File: config.mk
export PLATFORM = sky130hd
export DESIGN_NAME = mem_arbiter
export DESIGN_NICKNAME = d
export VERILOG_FILES = /design/src/rtl/mem_arbiter.sv
export SDC_FILE = /design/constraint.sdc
export NUM_CORES = 1
export LEC_CHECK = 0
export ABC_AREA = 1
export BUFFER_PORTS_ARGS = -buffer_cell sky130_fd_sc_hd__buf_4
export CAP_MARGIN = 0
export CORE_ASPECT_RATIO = 1.4
export CORE_MARGIN = 4
export CORE_UTILIZATION = 25
export CTS_CLUSTER_DIAMETER = 80
export DETAILED_ROUTE_END_ITERATION = 8
export SYNTH_ARGS = -nofsm -noshare
export SYNTH_HDL_FRONTEND = slang
export SYNTH_SLANG_ARGS = --single-unit
File: constraint.sdc
create_clock -name clk -period 1.9 [get_ports clk]
set_clock_uncertainty 0.05 [all_clocks]
set_input_delay 0.285 -clock clk [delete_from_list [all_inputs] [get_ports clk]]
set_output_delay 0.285 -clock clk [all_outputs]
set_load 0.01 [all_outputs]
File: src/rtl/mem_arbiter.sv
// Two-master, one-slave memory arbiter: round-robin or fixed-priority grant, one
// registered slave transaction per grant, response steered back to the granted master.
module mem_arbiter #(
    parameter int unsigned ADDR_W   = 32,
    parameter int unsigned DATA_W   = 32,
    parameter bit          FIX_PRIO = 1'b0
) (
    input  logic              clk,
    input  logic              rst_n,

    input  logic              m0_mem_req,
    input  logic              m0_mem_we,
    input  logic [ADDR_W-1:0] m0_mem_addr,
    input  logic [DATA_W-1:0] m0_mem_wdata,
    output logic [DATA_W-1:0] m0_mem_rdata,
    output logic              m0_mem_ready,

    input  logic              m1_mem_req,
    input  logic              m1_mem_we,
    input  logic [ADDR_W-1:0] m1_mem_addr,
    input  logic [DATA_W-1:0] m1_mem_wdata,
    output logic [DATA_W-1:0] m1_mem_rdata,
    output logic              m1_mem_ready,

    output logic              s_mem_req,
    output logic              s_mem_we,
    output logic [ADDR_W-1:0] s_mem_addr,
    output logic [DATA_W-1:0] s_mem_wdata,
    input  logic [DATA_W-1:0] s_mem_rdata,
    input  logic              s_mem_ready,

    output logic              arb_busy,
    output logic              arb_grant
);

    typedef enum logic [1:0] {StIdle, StBusy0, StBusy1} state_e;

    state_e              state_q, state_d;
    logic                last_grant_q, last_grant_d;
    logic                s_req_q, s_req_d;
    logic                s_we_q, s_we_d;
    logic [ADDR_W-1:0]   s_addr_q, s_addr_d;
    logic [DATA_W-1:0]   s_wdata_q, s_wdata_d;
    logic                win_m1;

    always_ff @(posedge clk) begin
        if (!rst_n) begin
            state_q      <= StIdle;
            last_grant_q <= 1'b1;
            s_req_q      <= 1'b0;
            s_we_q       <= 1'b0;
            s_addr_q     <= '0;
            s_wdata_q    <= '0;
        end else begin
            state_q      <= state_d;
            last_grant_q <= last_grant_d;
            s_req_q      <= s_req_d;
            s_we_q       <= s_we_d;
            s_addr_q     <= s_addr_d;
            s_wdata_q    <= s_wdata_d;
        end
    end

    always_comb begin
        state_d      = state_q;
        last_grant_d = last_grant_q;
        s_req_d      = s_req_q;
        s_we_d       = s_we_q;
        s_addr_d     = s_addr_q;
        s_wdata_d    = s_wdata_q;
        win_m1       = 1'b0;

        case (state_q)
            StIdle: begin
                if (m0_mem_req || m1_mem_req) begin
                    // On a tie, round-robin favours whichever master was not granted last.
                    if (m0_mem_req && m1_mem_req) begin
                        win_m1 = FIX_PRIO ? 1'b0 : ~last_grant_q;
                    end else begin
                        win_m1 = m1_mem_req;
                    end
                    state_d      = win_m1 ? StBusy1 : StBusy0;
                    last_grant_d = win_m1;
                    s_req_d      = 1'b1;
                    s_we_d       = win_m1 ? m1_mem_we    : m0_mem_we;
                    s_addr_d     = win_m1 ? m1_mem_addr  : m0_mem_addr;
                    s_wdata_d    = win_m1 ? m1_mem_wdata : m0_mem_wdata;
                end
            end
            StBusy0, StBusy1: begin
                if (s_mem_ready) begin
                    state_d = StIdle;
                    s_req_d = 1'b0;
                end
            end
            default: begin
                state_d = StIdle;
                s_req_d = 1'b0;
            end
        endcase
    end

    // A reset edge abandons the transaction, so its completion is never reported.
    assign m0_mem_ready = rst_n && (state_q == StBusy0) && s_mem_ready;
    assign m1_mem_ready = rst_n && (state_q == StBusy1) && s_mem_ready;
    assign m0_mem_rdata = m0_mem_ready ? s_mem_rdata : '0;
    assign m1_mem_rdata = m1_mem_ready ? s_mem_rdata : '0;

    assign s_mem_req   = s_req_q;
    assign s_mem_we    = s_we_q;
    assign s_mem_addr  = s_addr_q;
    assign s_mem_wdata = s_wdata_q;
    assign arb_busy    = (state_q != StIdle);
    assign arb_grant   = last_grant_q;

endmodule

== Word-level counts from Yosys, hierarchy flattened ==
Cells that the tools add are included.
Word-level totals
  register bits: 69
  logic and storage cells: 37
Cells by class
  bitwise gates (word level): 1
  equality and inequality tests: 4
  reductions and logical operators: 11
  muxes and demuxes: 15
Operators by type and width (number)
  $mux W32: 4
  $mux W1: 6
  $mux W2: 3
  $logic_and A1 B1 Y1: 5
  $ne A2 B2 Y1 const B: 2
  $pmux W2 S2: 1
  $reduce_and A2 Y1: 2
  $eq A2 B1 Y1 const B: 1
  $eq A2 B2 Y1 const B: 1
  $logic_not A2 Y1: 1
  $pmux W1 S2: 1
  $reduce_bool A2 Y1: 1
  $reduce_or A2 Y1: 1
  $logic_or A1 B1 Y1: 1
  $not A1 Y1: 1

== Logic depth before layout (Yosys ltp) ==
  depth after elaboration: 7
  gate-level depth with buffers: 9

== Worst setup path after synthesis ==
Ideal clock, no wire load.
  path kind: reg2out
  start point: register state_q[0]
  end point: output m1_mem_ready
  path slack: 0.446 ns
  stages on the path, launching flop included: 6
  arrival: 1.119 ns
  required time: 1.565 ns
  buffers on the path: 1
  cell sequence: dfxtp_1 > inv_1 > ha_1 > nand3_1 > clkbuf_1 > inv_1
On the way
  longest elaborated chain between the ends: 3
Ends and longest elaborated chain
  from (decl): line 38  | state_e state_q, state_d;
  from (signal assigned): line 48  | state_q <= StIdle;
  from (signal assigned): line 55  | state_q <= state_d;
  $eq A2 B2 Y1: line 105  | assign m1_mem_ready = rst_n && (state_q == StBusy1) && s_mem_ready;
  $logic_and A1 B1 Y1 (2 in series): line 105
  to (decl): line 23  | output logic m1_mem_ready,
Every way passes these cells.

== Worst setup path in the final report ==
  start point: register state_q[1]
  end point: output m0_mem_rdata[31]
On the way
  longest elaborated chain between the ends: 4
Ends and longest elaborated chain
  $eq A2 B1 Y1: line 104  | assign m0_mem_ready = rst_n && (state_q == StBusy0) && s_mem_ready;
  $logic_and A1 B1 Y1 (2 in series): line 104
  $mux W32: line 106  | assign m0_mem_rdata = m0_mem_ready ? s_mem_rdata : '0;
  to (decl): line 15  | output logic [DATA_W-1:0] m0_mem_rdata,
Every way passes these cells.

==> summary.txt <==
Layout
  – Layout Nets: 1144
  – Area delta synth->final: 72.7%
  – Antenna cells: 0
  – Fin util: 0.445
  – Layout cells sized above 1: 0.342
  – Post-Layout Cell Count: 1171

Timing
  – Minimum clock period: 1.80 ns
  – Least-Margin Pin Slew: 0.433 ns
  – Hold Violations, Final: 0
  – Final setup fails: 0
  – RSZ-0062 raised after global routing: no
  – Tcrit/Tclk final: 0.945
  – Setup TNS: 0 ns
  – Fmax: 0.557 GHz
  – Final Max Tran Viols: 0
  – Slew margin rel.: 0.711

Power
  – Worst vdd ir: 370 uV
  – Gate power share: 0.315
  – LEAKAGE: 3.99 nW
  – Sequential Power Share: 0.323
  – Sw frac: 0.300
  – P_sw: 1.66 mW
  – PD cells: 819 nW/um2
  – Clock group share of total power: 0.362
  – Int Pwr: 3.87 mW

Clock tree
  – Post-CTS setup buffers: 0
  – Clock Tree Buf Depth: 2
  – Worst-path clk slew: 0.06 ns
  – Cts hold-fix bufs: 0
  – Cts bufs inserted: 9
  – CTS tree: yes
  – H-Tree Depth: 3
  – CTS Sinks: 69
  – Root buffer cell: clkbuf_16
  – Worst skew pair latency: 0.32 ns

Placed design
  – # placed instances: 1154
  – Port-buffer cells: 300
  – Placer Congestion: 0.802
  – Hpwl dp: 11600 um

Global routing
  – GRT Overall Usage: 0.153
  – Top Usage Layer GRT: met2
  – First-pass GRT wire length: 21900 um
  – Largest net degree at the start of global routing: 67
  – Initial antenna violation count: 0
  – Met2 GRT Util: 0.292
  – Met3 global-route usage: 0.0458
  – Vias in the first global route: 4383
  – GRT met1 Usage: 0.157
  – Grt total ovfl: 0

Logic synthesis
  – Yosys top cell area share: 0.353
  – Post-synth top flop: dfxtp_1
  – Most frequent cell after synthesis: nor2_1
  – Synth unique cells: 17
  – Post-synthesis sequential area ratio: 0.353
  – Syn Nets: 861
  – Synthesized instance count: 691
  – Compound-Gate Fraction of Synth Area: 0.0903
  – Largest area contributor in the netlist: dfxtp_1
  – Syn. warnings: 0
  – Ranking of synthesized cells by area: dfxtp_1 (35%), nor2_1 (25%), nand2_1 (13%)
  – Number of synthesized flops with an enable pin: 0
  – Asr flop ratio synth: 0
  – Adder-Cell Fraction of Synth Area: 0.00960
  – Seq cells post-synth: 69
  – Post-Syn Area per Cell: 5.66 um2
  – Mapped Area: 3910 um2
  – Main combinational cell family by area after synthesis: simple AND/OR/NAND/NOR gates
  – Mux cell area share after synthesis: 0
  – Most instantiated cells after synthesis: nor2_1 (259), nand2_1 (139), inv_1 (103)
  – Synth Area in XOR/XNOR: 0
  – Simple-Gate Fraction of Synth Area: 0.392

Floorplanning
  – Core Footprint: 15200 um2
  – Die Wd: 114 um
  – Die Ht: 156 um
  – Top-Level Pins: 301
  – Die area: 17700 um2
  – Initial Util: 0.257
  – Rows: 53

Critical path
  – CP Capture Type: primary output
  – Critical Path AT: 1.46 ns
  – Data required, critical path: 1.56 ns
  – CP max-delay cell: dfxtp_1
  – Setup CP Type: reg2out
  – Worst Setup Start Kind: flop
  – Critical Path Max Stage Delay: 0.32 ns
  – Crit-path max FO: 33
  – Worst reg-to-reg path cell count: 8
  – Crit-path cells: inv_1 > ha_1 > nand3_1 > buf_12 > nor2_1 > buf_4

Route
  – Routed length per instance: 12.7 um
  – Vias per cell: 4.15
  – Post-route DRC: 0
  – Total Wirelength: 14900 um
  – Via count: 4862
  – ANT nets after route: 0
  – Drt pass-1 iters: 4
  – DR iter-0 viols: 176

Min path
  – Hold Crit Depth: 5
  – Worst hold path type: in2reg

Status
  – Status: finished clean

Job
  – Max-capacitance violation count: 0
## power groups by stage
| stage | Combinational [mW] | Clock (mW) | Sequential [mW] |
|---|---|---|---|
| after floorplan | 0.789 | 0 | 1.92 |
| after global placement | 1.76 | 0 | 1.81 |
| after detailed placement | 1.76 | 0 | 1.82 |
| after CTS | 1.77 | 2.06 | 1.79 |
| after global routing | 1.95 | 2.12 | 1.82 |
| final | 1.74 | 2.00 | 1.79 |
## logic make-up (layout without fill, tap and decap cells)
family	count (synthesis)	after routing
flops	69	69
simple gates	404	404
buf+inv	145	433
compound gates	70	70
fa+ha+maj	3	3
## flip-flops by register name, summed over array words and instances (netlist names)
name	cells
s_mem_req	1
s_mem_wdata	32
s_mem_we	1
state_q	2
arb_grant	1
s_mem_addr	32
## cell usage in the layout, fill, tap and decap left out, drive strengths merged
cell type	instances
a21oi	3
nor2	261
buf	312
inv	104
nand3	3
bufinv	3
o21ai	66
clkinv	1
clkinvlp	1
nand2	139
ha	3
o211ai	1
clkbuf	12
dfxtp	69
nand4	1
## per-layer routing
metal | part of all wire | vias up
met4 | 0.020 | 0
met5 | 0 | -
met3 | 0.091 | 18
met2 | 0.53 | 200
li1 | - | 2584
met1 | 0.36 | 2060
## worst max-delay path: cells and delay by family (launching register included)
kind          cells  cell delay [ns]
buf+inv           3             0.41
fa+ha+maj         1             0.13
flops             1             0.32
simple gates      2             0.26
## path summary, 6_finish.rpt
kind / startpoint / slack, ns / to
worst min-delay path: m0_mem_wdata[15] / 0.19 / s_mem_wdata[15]
worst min register to register: s_mem_req / 0.42 / s_mem_req
worst max register to register: state_q[0] / 0.31 / s_mem_wdata[8]
worst max-delay path: state_q[1] / 0.10 / m0_mem_rdata[31]
## metrics by stage
stage	setup slack, ns	hold slack (ns)	total power [mW]	area [um2]
2_1_floorplan	0.446	0.405	2.71	3910
5_1_grt	0.00716	0.209	5.88	6750
6_report	0.105	0.195	5.53	6750
3_5_place_dp	0.328	0.421	3.58	6360
4_1_cts	0.0639	0.183	5.62	6720
3_3_place_gp	0.352	0.419	3.58	6360
## cell type report
cell class                      count  area [um2]
Tap cell                          192         240
Sequential cell                    69        1380
Timing Repair Buffer              313        2440
Multi-Input combinational cell    477        1940
Clock inverter                      5         106
Inverter                          104         390
Fill cell                        1665        8430
Clock buffer                       11         253
## timing repair
action                     4_1_cts  5_1_grt
hold endpoints to repair         0        0
setup endpoints to repair        0        9
gates resized for setup          0        2
No activity file was read; power rests on OpenSTA's default activity.
